==> config.mk <==
export PLATFORM = sky130hd
export DESIGN_NAME = matrix_multiply_acc
export DESIGN_NICKNAME = d
export VERILOG_FILES = /design/src/rtl/matrix_multiply_acc.sv
export SDC_FILE = /design/constraint.sdc
export NUM_CORES = 1
export LEC_CHECK = 0
export BUFFER_PORTS_ARGS = -buffer_cell sky130_fd_sc_hd__buf_2
export CAP_MARGIN = 15
export CORE_AREA = 3 3 202 204
export CTS_CLUSTER_SIZE = 25
export DETAILED_ROUTE_END_ITERATION = 7
export DIE_AREA = 0 0 205 207
export GPL_ROUTABILITY_DRIVEN = 0
export PLACE_DENSITY_LB_ADDON = 0.05
export RECOVER_POWER = 100
export SKIP_LAST_GASP = 1
export SYNTH_ARGS = -nofsm -noshare
export SYNTH_HDL_FRONTEND = slang
export SYNTH_SLANG_ARGS = --single-unit
==> constraint.sdc <==
create_clock -name clk -period 13.84 [get_ports clk]
set_input_delay 0.692 -clock clk [delete_from_list [all_inputs] [get_ports clk]]
set_output_delay 0.692 -clock clk [all_outputs]
set_load 0.02 [all_outputs]
==> src/rtl/matrix_multiply_acc.sv <==
// rtl/matrix_multiply_acc.sv - multi-lane sequential signed matrix multiply with rescale, saturate and accumulate
module matrix_multiply_acc #(
  parameter int N      = 3,
  parameter int Din    = 3,
  parameter int Dout   = 3,
  parameter int WIDTHA = 8,
  parameter int WIDTHB = 8,
  parameter int WIDTHC = WIDTHA + WIDTHB,
  parameter int LANES  = 1,
  parameter int SHIFTW = 5
) (
  input  logic                         clk,
  input  logic                         reset,
  input  logic                         START,
  input  logic                         ACCUMULATE,
  input  logic [SHIFTW-1:0]            SHIFT,
  input  logic [N*Din*WIDTHA-1:0]      a,
  input  logic [Din*Dout*WIDTHB-1:0]   b,
  output logic [N*Dout*WIDTHC-1:0]     c,
  output logic                         BUSY,
  output logic                         DONE
);

  localparam int ACCW = WIDTHA + WIDTHB + $clog2(Din) + 1;
  localparam int G    = Dout / LANES;
  localparam int IW   = (N > 1) ? $clog2(N) : 1;
  localparam int GW   = (G > 1) ? $clog2(G) : 1;
  localparam int KW   = (Din > 1) ? $clog2(Din) : 1;

  localparam logic [IW-1:0] I_LAST = IW'(N - 1);
  localparam logic [GW-1:0] G_LAST = GW'(G - 1);
  localparam logic [KW-1:0] K_LAST = KW'(Din - 1);

  // Saturation bounds expressed in the widened write-back arithmetic
  localparam logic signed [ACCW:0] MAXC = (ACCW+1)'({1'b0, {(WIDTHC-1){1'b1}}});
  localparam logic signed [ACCW:0] MINC = ~MAXC;

  typedef enum logic [1:0] {S_IDLE, S_MAC, S_DONE} state_t;

  state_t state, state_nx;

  logic [N*Din*WIDTHA-1:0]    a_q;
  logic [Din*Dout*WIDTHB-1:0] b_q;
  logic                       acc_mode;
  logic [SHIFTW-1:0]          shift_q;
  logic [IW-1:0]              i_idx;
  logic [GW-1:0]              g_idx;
  logic [KW-1:0]              k_idx;
  logic signed [ACCW-1:0]     acc    [LANES];
  logic signed [ACCW-1:0]     sum_nx [LANES];
  logic signed [WIDTHC-1:0]   c_nx   [LANES];
  logic                       k_last;
  logic                       last_write;

  logic signed [WIDTHA-1:0]        a_el;
  logic signed [WIDTHB-1:0]        b_el;
  logic signed [WIDTHA+WIDTHB-1:0] prod;
  logic signed [ACCW:0]            ext;
  logic signed [ACCW:0]            rnd;
  logic signed [ACCW:0]            rsh;
  logic signed [ACCW:0]            vsum;
  logic signed [WIDTHC-1:0]        c_old;
  int                              col;

  assign k_last     = (k_idx == K_LAST);
  assign last_write = k_last && (g_idx == G_LAST) && (i_idx == I_LAST);

  // State register
  always_ff @(posedge clk) begin
    if (!reset) state <= S_IDLE;
    else        state <= state_nx;
  end

  // Next-state and status outputs; DONE holds until START is released
  always_comb begin
    state_nx = state;
    BUSY     = 1'b0;
    DONE     = 1'b0;
    case (state)
      S_IDLE: if (START) state_nx = S_MAC;
      S_MAC: begin
        BUSY = 1'b1;
        if (last_write) state_nx = S_DONE;
      end
      S_DONE: begin
        DONE = 1'b1;
        if (!START) state_nx = S_IDLE;
      end
      default: state_nx = S_IDLE;
    endcase
  end

  // Per-lane MAC step plus rounding shift, optional accumulate and saturation
  always_comb begin
    a_el = '0;
    b_el = '0;
    prod = '0;
    ext  = '0;
    rnd  = '0;
    rsh  = '0;
    vsum = '0;
    c_old = '0;
    col  = 0;
    for (int l = 0; l < LANES; l++) begin
      col   = int'(g_idx) * LANES + l;
      a_el  = a_q[(int'(i_idx) * Din + int'(k_idx)) * WIDTHA +: WIDTHA];
      b_el  = b_q[(int'(k_idx) * Dout + col) * WIDTHB +: WIDTHB];
      prod  = a_el * b_el;
      sum_nx[l] = acc[l] + ACCW'(prod);
      ext   = (ACCW+1)'(sum_nx[l]);
      // A shift at least as wide as the accumulator always rounds to zero
      if (shift_q == '0) begin
        rsh = ext;
      end else if (int'(shift_q) >= ACCW) begin
        rsh = '0;
      end else begin
        rnd = (ACCW+1)'(1) << (shift_q - SHIFTW'(1));
        rsh = (ext + rnd) >>> shift_q;
      end
      c_old = c[(int'(i_idx) * Dout + col) * WIDTHC +: WIDTHC];
      vsum  = rsh + (acc_mode ? (ACCW+1)'(c_old) : (ACCW+1)'(0));
      if (vsum > MAXC)      c_nx[l] = MAXC[WIDTHC-1:0];
      else if (vsum < MINC) c_nx[l] = MINC[WIDTHC-1:0];
      else                  c_nx[l] = vsum[WIDTHC-1:0];
    end
  end

  // Operand capture, loop indices, accumulators and result write-back
  always_ff @(posedge clk) begin
    if (!reset) begin
      a_q      <= '0;
      b_q      <= '0;
      acc_mode <= 1'b0;
      shift_q  <= '0;
      i_idx    <= '0;
      g_idx    <= '0;
      k_idx    <= '0;
      c        <= '0;
      for (int l = 0; l < LANES; l++) acc[l] <= '0;
    end else begin
      case (state)
        S_IDLE: begin
          if (START) begin
            a_q      <= a;
            b_q      <= b;
            acc_mode <= ACCUMULATE;
            shift_q  <= SHIFT;
            i_idx    <= '0;
            g_idx    <= '0;
            k_idx    <= '0;
            for (int l = 0; l < LANES; l++) acc[l] <= '0;
          end
        end
        S_MAC: begin
          if (k_last) begin
            for (int l = 0; l < LANES; l++) begin
              c[(int'(i_idx) * Dout + int'(g_idx) * LANES + l) * WIDTHC +: WIDTHC] <= c_nx[l];
              acc[l] <= '0;
            end
            k_idx <= '0;
            if (g_idx == G_LAST) begin
              g_idx <= '0;
              i_idx <= (i_idx == I_LAST) ? '0 : i_idx + 1'b1;
            end else begin
              g_idx <= g_idx + 1'b1;
            end
          end else begin
            for (int l = 0; l < LANES; l++) acc[l] <= sum_nx[l];
            k_idx <= k_idx + 1'b1;
          end
        end
        default: ;
      endcase
    end
  end

endmodule
# Word-level counts from Yosys, hierarchy flattened
# Memories as Yosys holds them, arrays and structs flattened.
# Cells that the tools add are included.
word_totals:
  register_bits: 302
  ramBits: 19
  input_bits: 153
  out_inout_bits: 146
  elab_cells: 99
  mem_count: 1
op_classes:
  add_sub_neg: 11
  mul: 3
  magnitude_cmp: 3
  n_eq_ne: 10
  shift: 7
  mux: 41
  reduce_logical: 14
memory_table:
  columns: ["name", "words", "width", "read_ports", "rd_clocked_by_memory_dff", "wr", "line", "text"]
  rows:
  - ["acc", 1, 19, 1, 0, 1, "49", "logic signed [ACCW-1:0] acc [LANES];"]
ops:
  columns: ["op", "n"]
  rows:
  - ["$bwmux W144", 1]
  - ["$shift A16 B33 Y144 const A", 1]
  - ["$shiftx A144 B32 Y16", 1]
  - ["$shiftx A16 B33 Y144", 1]
  - ["$shiftx A72 B32 Y8", 1]
  - ["$shiftx A72 B9 Y8", 1]
  - ["$mux W20", 3]
  - ["$mux W19", 3]
  - ["$reduce_or A19 Y1", 3]
  - ["$neg A9 Y33", 1]
  - ["$mux W16", 2]
  - ["$add A29 B3 Y29", 1]
  - ["$add A19 B20 Y20", 1]
  - ["$add A20 B20 Y20", 1]
  - ["$gt A20 B16 Y1 const B", 1]
  - ["$lt A20 B16 Y1 const B", 1]
  - ["$mux W2", 10]
  - ["$shl A1 B5 Y20 const A", 1]
  - ["$sshr A20 B5 Y20", 1]
  - ["$add A19 B16 Y19", 1]
  - ["$mux W1", 18]
  - ["$mul A8 B8 Y16", 1]
  - ["$pmux W2 S2", 3]
  - ["$add A4 B2 Y5", 2]
  - ["other kinds (15)", 29]

# Depth between registers and ports, before layout
logic_depth:
  depth_word: 15
  mapped_depth: 59
  mapped_depth_nobuf: 53

# Worst setup path before layout
# OpenSTA, ideal clock, no wires.
synth_path:
  path_type: "register -> register"
  startpoint: "register k_idx[1]"
  endpoint: "register c[14]"
  setup_ps: 83
  arrival_ps: 12991
  required_ps: 13757
  path_slack_ps: 766
  stages_incl_launch_ff: 49
  n_path_buf: 5
  synth_period_minus_slack_ps: 13074
  path_cell_list: "dfxtp_1 -> fa_1 -> ha_1 -> clkbuf_1 -> clkbuf_1 -> mux4_2 -> a22oi_1 -> o2bb2ai_1 -> nor2b_1 -> inv_1 -> fa_1 -> inv_1 -> fa_1 -> fa_1 -> fa_1 -> inv_1 -> fa_1 -> inv_1 -> (+13 left out) -> a211o_1 -> mux4_2 -> or3_1 -> o2111a_1 -> ha_1 -> a21o_1 -> a21oi_1 -> a21oi_1 -> o41ai_1 -> o21ai_0 -> xor2_1 -> a2111oi_2 -> or3_1 -> buf_4 -> buf_8 -> buf_6 -> nand2_1 -> o221ai_1"
synth_rtl:
  columns: ["element", "line", "text"]
  rows:
  - ["from (decl)", "48", "logic [KW-1:0] k_idx;"]
  - ["from (signal assigned)", "169", "k_idx <= k_idx + 1'b1;"]
  - ["to (signal, indexed assignment)", "157", "c[(int'(i_idx) * Dout + int'(g_idx) * LANES + l) * WIDTHC +: WIDTHC] <= c_nx[l];"]
  - ["to (decl)", "19", "output logic [N*Dout*WIDTHC-1:0] c,"]

==> results.py <==
metrics = {
    "drt": {
        "viasPerCell": 5.95,
        "drc_errors": 0,
        "vias": 19100,
        "dr.pass1.iters": 5,
        "postRouteAntennaNets": 0,
        "drt-initial-drc-count": 1746,
        "wl_per_cell_um": 20.8,
        "wl_mm": 66.8,
    },
    "synth": {
        "yosysTopAreaCell": "dfxtp_1",
        "async_flop_share_pct": 0,
        "seq_area_frac_synth_pct": 32.1,
        "ys_ff_latch": 321,
        "synthFlopType": "dfxtp_1",
        "synth_edf_count": 19,
        "syn_avg_cell_area_um2": 8.50,
        "yosysWarnings": 0,
        "yosysTopAreaCellShare_pct": 29.4,
        "syn_area_um2": 20600,
        "yosysUniqueCellTypes": 85,
        "yosys-top-cells-area": "dfxtp_1, nand2_1, fa_1",
        "synthesis.nets": 2762,
        "netlist_instances": 2421,
    },
    "floorplanning": {
        "die_area_um2": 42400,
        "io_pins": 299,
        "dieWidth_um": 205,
        "fp.dieH_um": 207,
        "fp.coreArea_um2": 39500,
        "rows": 73,
        "start_util_pct": 52.2,
    },
    "critical_path": {
        "end_kind": "register",
        "cp_slowest_cell": "or4_1",
        "cp.required_ns": 14.25,
        "rr_startpoint": "k_idx[1]$_SDFFE_PN0P_",
        "cp_max_fo": 17,
        "crit_arrival_ns": 13.60,
        "rr_worst_depth": 47,
        "crit_path_frequent_cell": "fa_1",
        "setup.worst_path.start_class": "register",
        "cp_slowest_stage_delay_ns": 0.58,
        "r2r_slack_ns": 0.64,
        "crit_type": "register to register",
        "regToRegEndpoint": "c[33]$_SDFFE_PN0P_",
    },
    "clock_tree": {
        "cts_buffers": 36,
        "cts_tree": "done",
        "postCtsHoldBufs": 0,
        "ctsLongestPathBuffers": 3,
        "htreeDepth": 2,
        "clk_pin_slew_ns": 0.06,
        "clock_latency_ns": 0.56,
        "cts.sink_count": 321,
        "clock_tree.root_cell": "clkbuf_16",
    },
    "finish": {
        "syn2layout_area_growth_pct": 15.2,
        "fin_nets": 3009,
        "multi_input_area_um2": 13000,
        "seqCellArea_um2": 6620,
        "fillers": 3693,
        "final_area_um2": 23700,
        "final_layout_size_suffix_gt1_share_pct": 14.0,
    },
    "pwr": {
        "power.internal_mw": 1.95,
        "pwr-share-clk_pct": 30.7,
        "p_leak_nw": 9.69,
        "power_density_nw_per_um2": 133,
        "p_seq_share_pct": 31.3,
        "vdd_drop_max_v": 0.0000788,
        "power.net_switching_mw": 1.20,
        "combPwrFrac_pct": 38.0,
        "p_sw_share_pct": 38.1,
    },
    "hold_path": {
        "hp-start": "b[24]",
        "min_to": "b_q[24]$_SDFFE_PN0P_",
        "hp-class": "primary input to register",
        "whs_path_depth": 3,
    },
    "place": {
        "place_ws_ns": -0.192,
        "place_area_um2": 22600,
        "dp_hpwl_mm": 49.2,
        "io_buffers": 298,
    },
    "timing": {
        "maxSlewHeadroom_pct": -164,
        "hold_slack_ns": 0.366,
        "fin_worst_skew_ns": 0.0217,
        "period_share_pct": 95.3,
        "worst_pin_slew_ns": 3.95,
        "hold_viol_final": 0,
        "worst_slack_ns": 0.644,
        "fin_crit_ns": 13.20,
        "setup_viol": 0,
        "maxSlewViolCount": 303,
        "fmax_ghz": 0.0758,
    },
    "grt": {
        "antenna_found_initial": 2,
        "grt_use_total_pct": 30.4,
        "grt_pass1_wl_mm": 103,
        "grt_pass1_vias": 18700,
        "grt_max_degree": 98,
        "grt_overflow": 0,
    },
    "run": {
        "max-cap-violations": 4,
    },
    "outcome": {
        "failed_checks": "max-capacitance violations, max-slew violations",
        "outcome": "finished, violations left",
    },
}
-- registers in the layout, indices dropped and copies added, names as in the netlist --
name and flops:
i_idx 2, shift_q 5, c 144, acc 19
g_idx 2, k_idx 2, state 2, a_q 72
b_q 72, acc_mode 1
-- worst max-delay path by stage --
| stage | start | endpoint | slack (ns) | depth (start not counted) |
|---|---|---|---|---|
| 3_5_place_dp | g_idx[1]$_SDFFE_PN0P_ | c[32]$_SDFFE_PN0P_ | -0.19 | 43 |
| 2_1_floorplan | k_idx[1]$_SDFFE_PN0P_ | c[14]$_SDFFE_PN0P_ | 0.77 | 48 |
| 4_1_cts | g_idx[1]$_SDFFE_PN0P_ | c[8]$_SDFFE_PN0P_ | 0.04 | 43 |
| 5_1_grt | i_idx[0]$_SDFFE_PN0P_ | c[82]$_SDFFE_PN0P_ | -0.07 | 47 |
| 3_3_place_gp | g_idx[1]$_SDFFE_PN0P_ | c[16]$_SDFFE_PN0P_ | 0.04 | 43 |
| 6_report | k_idx[1]$_SDFFE_PN0P_ | c[33]$_SDFFE_PN0P_ | 0.64 | 47 |
-- Yosys cell counts, drive strengths merged, types with 8 or more instances --
cell / instances
nand2: 525
dfxtp: 302
a21oi: 271
nor2: 150
inv: 145
o21ai: 130
clkbuf: 122
ha: 98
fa: 90
mux4: 67
o2bb2ai: 47
xnor2: 33
nor3: 32
a31oi: 30
nand3: 24
xor2: 22
a21o: 21
mux2i: 21
edfxtp: 19
nand2b: 18
or3: 18
and2: 17
and3: 17
o211ai: 17
buf: 15
o21a: 15
o221ai: 13
or2: 13
nor2b: 12
a211oi: 10
a22oi: 9
o22ai: 8
-- critical path, delay by kind of cell, from the launching register on --
kind | cells | cell delay (ns)
flops | 1 | 0.39
simple gates | 6 | 2.04
mux | 1 | 0.46
xor+xnor | 2 | 0.42
compound gates | 20 | 4.54
buf+inv | 7 | 1.00
fa+ha+maj | 11 | 4.14
-- kinds of logic (layout without fill, tap and decap cells) --
| logic type | Yosys count | in the layout | synth area share [%] |
|---|---|---|---|
| buf+inv | 285 | 551 | 5.35 |
| mux | 92 | 92 | 8.57 |
| compound gates | 620 | 622 | 18.9 |
| other cells | 0 | 1 | 0 |
| xor+xnor | 56 | 56 | 2.45 |
| fa+ha+maj | 188 | 188 | 14.7 |
| flops | 321 | 321 | 32.1 |
| simple gates | 859 | 859 | 17.9 |
-- metal layers --
metal,track usage [%],up-vias,part of all wire [%]
met1,42.7,9293,43
met4,9.36,0,3.0
met3,6.11,123,8.1
met5,0,-,0
li1,-,8879,-
met2,47.3,836,46
-- repair_timing --
item / 4_1_cts / 5_1_grt
gates cloned: 0 / 2
gates resized for setup: 4 / 25
setup endpoints to repair: 135 / 144
setup buffers: 0 / 1
pin swaps: 0 / 5
-- layout make-up --
type | instances | area share [%]
tap | 525 | 2.77
clock buffer | 51 | 4.47
inverter | 148 | 2.35
timing repair buffer | 344 | 6.95
clock inverter | 8 | 0.533
sequential | 321 | 27.9
antenna | 1 | 0.0106
multi-input combinational | 1817 | 55.0
-- power by group through the flow --
stage          logic [mW]  registers (mW)  clock network (mW)
6_report             1.20           0.987               0.969
5_1_grt              1.30           0.990                1.02
3_5_place_dp         1.12            1.01                   0
3_3_place_gp         1.11            1.01                   0
2_1_floorplan       0.813            1.00                   0
4_1_cts              1.13           0.987               0.979
-- through the flow --
stage          instances  power (mW)  util [%]  setup TNS (ns)
2_1_floorplan       2421        1.81         -               0
3_3_place_gp        3152        2.12      57.2               0
5_1_grt             3215        3.31      60.1          -0.755
3_5_place_dp        3152        2.13      57.2           -8.25
4_1_cts             3211        3.10      60.2               0
6_report            3215        3.16      60.1               0
-- placed cells by master, fill, tap and decap left out, drive strengths merged, types with 67 or more instances in the layout --
cell type,count
a21oi,272
buf,192
clkbuf,203
dfxtp,302
fa,90
ha,98
inv,145
mux4,67
nand2,525
nor2,150
o21ai,130
Power figures use the tool's default switching activity.
